===== config.mk =====
export PLATFORM = sky130hd
export DESIGN_NAME = xgmii_tx_arbiter
export DESIGN_NICKNAME = d
export VERILOG_FILES = /design/src/rtl/xgmii_pkg.sv /design/src/rtl/xgmii_term_detect.sv /design/src/rtl/xgmii_tx_arbiter.sv
export SDC_FILE = /design/constraint.sdc
export NUM_CORES = 1
export LEC_CHECK = 0
export ABC_AREA = 1
export CAP_MARGIN = 20
export CELL_PAD_IN_SITES_DETAIL_PLACEMENT = 1
export CELL_PAD_IN_SITES_GLOBAL_PLACEMENT = 1
export CORE_ASPECT_RATIO = 1.25
export CORE_MARGIN = 4
export CORE_UTILIZATION = 33
export CTS_CLUSTER_SIZE = 20
export DETAILED_ROUTE_END_ITERATION = 16
export PLACE_DENSITY_LB_ADDON = 0.2
export SLEW_MARGIN = 30
export SYNTH_ARGS = -nofsm -noshare
export SYNTH_HDL_FRONTEND = slang
export SYNTH_SLANG_ARGS = --single-unit

===== constraint.sdc =====
create_clock -name xgmii_clk -period 4.85 [get_ports xgmii_clk]
set_input_delay 0.485 -clock xgmii_clk [delete_from_list [all_inputs] [get_ports xgmii_clk]]
set_output_delay 0.485 -clock xgmii_clk [all_outputs]
set_load 0.05 [all_outputs]

===== src/rtl/xgmii_pkg.sv =====
// Shared XGMII constants, character codes and arbiter state encoding.
package xgmii_pkg;

    localparam logic [7:0] XGMII_START = 8'hFB;
    localparam logic [7:0] XGMII_TERM  = 8'hFD;
    localparam logic [7:0] XGMII_IDLE  = 8'h07;

    localparam logic [71:0] XGMII_IDLE_WORD     = {8'hff, {8{XGMII_IDLE}}};
    localparam logic [71:0] XGMII_ERR_TERM_WORD = {8'hff, {7{XGMII_IDLE}}, XGMII_TERM};

    typedef enum logic [1:0] {
        ST_IDLE  = 2'd0,
        ST_WAIT  = 2'd1,
        ST_FRAME = 2'd2,
        ST_GAP   = 2'd3
    } arb_state_e;

    // Width of a counter that must hold values up to the largest of three limits.
    function automatic int unsigned cnt_width(input int unsigned a,
                                              input int unsigned b,
                                              input int unsigned c);
        int unsigned m;
        int unsigned w;
        m = a;
        if (b > m) m = b;
        if (c > m) m = c;
        w = $clog2(m + 1);
        return (w == 0) ? 1 : w;
    endfunction

endpackage


===== src/rtl/xgmii_term_detect.sv =====
// Classifies one {txc,txd} XGMII word: start character in lane 0, terminate in any lane.
module xgmii_term_detect
    import xgmii_pkg::*;
(
    input  logic [71:0] word,
    output logic        is_start,
    output logic        has_term
);

    always_comb begin
        is_start = word[64] && (word[7:0] == XGMII_START);
        has_term = 1'b0;
        for (int k = 0; k < 8; k++) begin
            if (word[64 + k] && (word[8*k +: 8] == XGMII_TERM)) begin
                has_term = 1'b1;
            end
        end
    end

endmodule


===== src/rtl/xgmii_tx_arbiter.sv =====
// Two-source XGMII transmit arbiter: round-robin at frame boundaries, enforced
// inter-frame gap, start timeout and oversize-frame abort.
module xgmii_tx_arbiter
    import xgmii_pkg::*;
#(
    parameter int unsigned IFG_CYCLES      = 1,
    parameter int unsigned START_TIMEOUT   = 16,
    parameter int unsigned MAX_FRAME_WORDS = 1024
) (
    input  logic        xgmii_clk,
    input  logic        sys_rst_n,
    input  logic [1:0]  req,
    output logic [1:0]  gnt,
    input  logic [71:0] src0_txd,
    input  logic [71:0] src1_txd,
    output logic [71:0] xgmii_txd,
    output logic        busy,
    output logic [15:0] abort_cnt
);

    localparam int unsigned CNT_W = cnt_width(IFG_CYCLES, START_TIMEOUT, MAX_FRAME_WORDS);
    localparam arb_state_e  END_STATE = (IFG_CYCLES == 0) ? ST_IDLE : ST_GAP;

    arb_state_e        state_q, state_d;
    logic [1:0]        gnt_q, gnt_d;
    logic              rr_last_q, rr_last_d;
    logic [CNT_W-1:0]  cnt_q, cnt_d;
    logic [71:0]       txd_q, txd_d;
    logic [15:0]       abort_q, abort_d;
    logic              busy_q, busy_d;

    logic [71:0]       src_word_c;
    logic              src_req_c;
    logic              is_start_c;
    logic              has_term_c;
    logic [15:0]       abort_inc_c;
    logic              sel_c;

    // Only the granted source is ever looked at.
    assign src_word_c  = gnt_q[1] ? src1_txd : src0_txd;
    assign src_req_c   = gnt_q[1] ? req[1]   : req[0];
    assign abort_inc_c = (abort_q == 16'hffff) ? abort_q : abort_q + 16'd1;

    xgmii_term_detect u_term_detect (
        .word     (src_word_c),
        .is_start (is_start_c),
        .has_term (has_term_c)
    );

    always_ff @(posedge xgmii_clk or negedge sys_rst_n) begin
        if (!sys_rst_n) begin
            state_q   <= ST_IDLE;
            gnt_q     <= 2'b00;
            rr_last_q <= 1'b1;
            cnt_q     <= '0;
            txd_q     <= XGMII_IDLE_WORD;
            abort_q   <= 16'd0;
            busy_q    <= 1'b0;
        end else begin
            state_q   <= state_d;
            gnt_q     <= gnt_d;
            rr_last_q <= rr_last_d;
            cnt_q     <= cnt_d;
            txd_q     <= txd_d;
            abort_q   <= abort_d;
            busy_q    <= busy_d;
        end
    end

    always_comb begin
        state_d   = state_q;
        gnt_d     = gnt_q;
        rr_last_d = rr_last_q;
        cnt_d     = cnt_q;
        txd_d     = XGMII_IDLE_WORD;
        abort_d   = abort_q;
        sel_c     = 1'b0;

        case (state_q)
            ST_IDLE: begin
                if (|req) begin
                    sel_c     = (req == 2'b11) ? ~rr_last_q : req[1];
                    gnt_d     = sel_c ? 2'b10 : 2'b01;
                    rr_last_d = sel_c;
                    cnt_d     = '0;
                    state_d   = ST_WAIT;
                end
            end
            ST_WAIT: begin
                if (is_start_c) begin
                    txd_d   = src_word_c;
                    cnt_d   = CNT_W'(1);
                    state_d = ST_FRAME;
                end else if (!src_req_c) begin
                    gnt_d   = 2'b00;
                    state_d = ST_IDLE;
                end else if (cnt_q == CNT_W'(START_TIMEOUT - 1)) begin
                    gnt_d   = 2'b00;
                    abort_d = abort_inc_c;
                    cnt_d   = '0;
                    state_d = END_STATE;
                end else begin
                    cnt_d = cnt_q + CNT_W'(1);
                end
            end
            ST_FRAME: begin
                // A word carrying both start and terminate is malformed and treated as data.
                if (has_term_c && !is_start_c) begin
                    txd_d   = src_word_c;
                    gnt_d   = 2'b00;
                    cnt_d   = '0;
                    state_d = END_STATE;
                end else if (cnt_q == CNT_W'(MAX_FRAME_WORDS - 1)) begin
                    txd_d   = XGMII_ERR_TERM_WORD;
                    gnt_d   = 2'b00;
                    abort_d = abort_inc_c;
                    cnt_d   = '0;
                    state_d = END_STATE;
                end else begin
                    txd_d = src_word_c;
                    cnt_d = cnt_q + CNT_W'(1);
                end
            end
            ST_GAP: begin
                if (cnt_q == CNT_W'(IFG_CYCLES - 1)) begin
                    cnt_d   = '0;
                    state_d = ST_IDLE;
                end else begin
                    cnt_d = cnt_q + CNT_W'(1);
                end
            end
            default: begin
                gnt_d   = 2'b00;
                cnt_d   = '0;
                state_d = ST_IDLE;
            end
        endcase

        busy_d = (state_d != ST_IDLE);
    end

    assign gnt       = gnt_q;
    assign xgmii_txd = txd_q;
    assign busy      = busy_q;
    assign abort_cnt = abort_q;

endmodule


==> results.sh <==
export IMPL_via_per_inst=4.730
export IMPL_drc=0
export IMPL_final_setup_tns_ps=0
export IMPL_final_seq_area_um2=2670
export IMPL_io_pins=239
export IMPL_yosysTopAreaCell="dfrtp_1"
export IMPL_slew_violations=0
export IMPL_fmax_mhz=317.8
export IMPL_postSynthCellCount=835
export IMPL_ys_seq_area_share_pct=44.74
export IMPL_gp_congestion=0.8419
export IMPL_fp_row_count=54
export IMPL_min_path_type="input pin to asynchronous set/reset pin"
export IMPL_synthFlopType="dfrtp_1"
export IMPL_io_buffers=238
export IMPL_path_class="register to register"
export IMPL_wl_per_cell_um=17.31
export IMPL_post_cts_buffers=0
export IMPL_firstDrtPassIters=4
export IMPL_power_leakage_nw=4.258
export IMPL_dieArea_um2=20310
export IMPL_cpPeakStageDelay_ps=650
export IMPL_grt_pass1_wl_mm=35.19
export IMPL_drt_iter0_drc=338
export IMPL_chipWidth_um=128.3
export IMPL_synth_edf_count=0
export IMPL_tightest_slew_ps=898.6
export IMPL_cp_required_ps=5110
export IMPL_syn_area_um2=5966
export IMPL_syn_num_nets=990
export IMPL_nets=1213
export IMPL_cts_path_max_buffers=2
export IMPL_hold_buffers=0
export IMPL_worstSetupStartpointType="register"
export IMPL_multi_input_area_um2=2708
export IMPL_initial_utilization_pct=33.83
export IMPL_critPathArrivalTime_ps=3400
export IMPL_die_h_um=158.3
export IMPL_worst_setup_path_end_kind="register"
export IMPL_ys_ff_latch=105
export IMPL_stdcell_area_um2=8783
export IMPL_critPathMaxFanout=88
export IMPL_cts_resized=0
export IMPL_synth_avg_cell_area_um2=7.145
export IMPL_cp_common_cell="nand2_1"
export IMPL_vias=6107
export IMPL_fill_cells=2230
export IMPL_status="complete, no violations"
export IMPL_final_setup_viol_count=0
export IMPL_antenna_found_initial=4
export IMPL_path_clk_slew_ps=80
export IMPL_grt_use_total_pct=22.35
export IMPL_power_ir_vdd_worst_uv=198.4
export IMPL_dp_hpwl_mm=17.10
export IMPL_finalCritPeriodShare_pct=64.88
export IMPL_cts_sinks=105
export IMPL_place_area_um2=8464
export IMPL_relSlewSlack_pct=40.09
export IMPL_async_reset_ff_share_pct=100.0
export IMPL_grt_overflow_total=0
export IMPL_cts_buffers=9
export IMPL_timing_max_cap_violations=0
export IMPL_drive_above_1_share_pct=7.526
export IMPL_cts_max_level=3
export IMPL_synthDominantCellAreaShare_pct=30.20
export IMPL_synth_area_leaders="dfrtp_1 30%, nand2_1 20%, dfstp_2 15%, inv_1 6.5%, nor2_1 6.4%"
export IMPL_clk_latency_ps=360
export IMPL_cpMaxStageDelayCell="buf_4"
export IMPL_ant_nets=0
export IMPL_powerDensity_nw_per_um2=484.4
export IMPL_area_growth_pct=47.23
export IMPL_ys_warn_count=0
export IMPL_path_cells="buf_4 > nand2_1 > nand2_1 > nand2_1 > nor2_1 > nand3_1 > nand2_1 > nor2_1 > nand2_2 > nand2_4 > nand3_4 > nand2_4 > inv_2 > o21ai_0"
export IMPL_first_global_vias=6503
export IMPL_cts_root_buf="clkbuf_16"
export IMPL_wl_mm=22.35
export IMPL_total_power_mw=4.254
export IMPL_rsz0062_at_grt="false"
export IMPL_synth_cell_types=34
export IMPL_floorplan_core_area_um2=17630
export IMPL_hold_violations=0
export IMPL_fin_crit_ps=3147
export IMPL_cts_tree="built"
export IMPL_clock_skew_ps=13.00
export IMPL_grt_max_degree=89
==> metal layers <==
layer  wire length (µm)  part of all wire [%]  GRT usage [%]
met1               9120                    41          26.83
met2              11740                    53          40.23
met3               1063                   4.8          4.128
met4                422                   1.9          7.331
met5                  0                     0              0
==> where the power goes <==
part,leakage (nW),internal (mW),switching [mW]
Clock,0.142,0.418,0.354
Combinational,2.78,0.671,1.59
Sequential,1.34,1.13,0.0851
Total,4.26,2.22,2.03
==> per-stage QoR <==
| step | hold slack (ps) | utilization [%] | setup WS, ps | instances |
|---|---|---|---|---|
| floorplan | 189.4 | - | 2542 | 835 |
| global placement | 487.4 | 47.99 | 1690 | 1271 |
| detailed placement | 491.5 | 48.00 | 1725 | 1271 |
| CTS | 307.6 | 49.73 | 1690 | 1287 |
| global route | 191.1 | 49.81 | 1331 | 1291 |
| finish | 140.6 | 49.81 | 1703 | 1291 |
==> registers in the layout, summed over array words and instances, names as in the netlist <==
signal	count
rr_last_q	1
busy	1
abort_cnt	16
cnt_q	11
xgmii_txd	72
state_q	2
gnt	2
==> kinds of logic (layout without fill, tap and decap cells) <==
| family | count (synthesis) | in the layout | synth area share [%] |
|---|---|---|---|
| buffers and inverters | 136 | 364 | 9.962 |
| other | 0 | 4 | 0 |
| and+or+nand+nor | 505 | 505 | 34.92 |
| adders and majority gates | 7 | 7 | 1.468 |
| DFF | 105 | 105 | 44.74 |
| xor gates and xnor gates | 19 | 19 | 2.789 |
| AOI/OAI and AO/OA | 63 | 63 | 6.124 |
==> Yosys cell counts (2+ instances only) <==
master and count:
dfrtp_1 72, inv_2 2, o21ai_1 12, o21ai_0 28, nand2_2 4, nand3_1 55
xor2_1 15, a21oi_1 7, inv_1 104, dfstp_2 33, clkbuf_1 4, buf_6 7
nor2_1 102, buf_4 4, xnor2_1 4, nor3_1 11, nand4_1 3, a31oi_1 4
or2_1 3, nand2_4 4, ha_1 7, nand2_1 316, o21ai_2 11, buf_2 13
==> final timing paths <==
path	slack, ps	end	depth (start not counted)	start
setup / recovery	1700	xgmii_txd[69]	14	gnt[1]
hold / removal	140	xgmii_txd[39]	1	sys_rst_n
setup reg to reg	1700	xgmii_txd[69]	14	gnt[1]
hold reg to reg	510	rr_last_q	2	rr_last_q
max in group asynchronous	3770	xgmii_txd[70]	2	sys_rst_n
min in group xgmii_clk	510	rr_last_q	2	rr_last_q
==> worst max-delay path, delay by kind of cell (launching register included) <==
| family | cells | cell delay (ps) |
|---|---|---|
| AND/OR/NAND/NOR | 11 | 1320 |
| AO/OA/AOI/OAI | 1 | 200 |
| buffers and inverters | 2 | 1030 |
| flip-flops | 1 | 390 |
==> layout by cell type, fill, tap and decap left out, types with 2 or more instances in the layout <==
cell type	netlist	layout
dfstp_2	33	33
nand3_1	55	55
xor2_1	15	15
o21ai_1	12	12
o21ai_0	28	28
nand2_1	316	316
dfrtp_1	72	71
buf_4	4	3
o21ai_2	11	11
nor3_1	11	10
clkdlybuf4s50_1	0	237
xnor2_1	4	4
a31oi_1	4	4
diode_2	0	4
clkinvlp_4	0	2
or2_1	3	3
nand2_4	4	4
clkbuf_16	0	9
nand4_1	3	3
nor2_1	102	102
ha_1	7	7
a21oi_1	7	7
nand2_2	4	4
inv_1	104	104
==> layout make-up <==
type,count,share of cell area (%)
Multi-Input combinational cell,594,30.83
Sequential cell,105,30.40
Timing Repair Buffer,241,27.39
Inverter,107,4.601
Tap cell,224,3.191
Clock buffer,11,2.764
Clock inverter,5,0.7123
Antenna cell,4,0.1140
No activity file was read; power rests on OpenSTA's default activity.
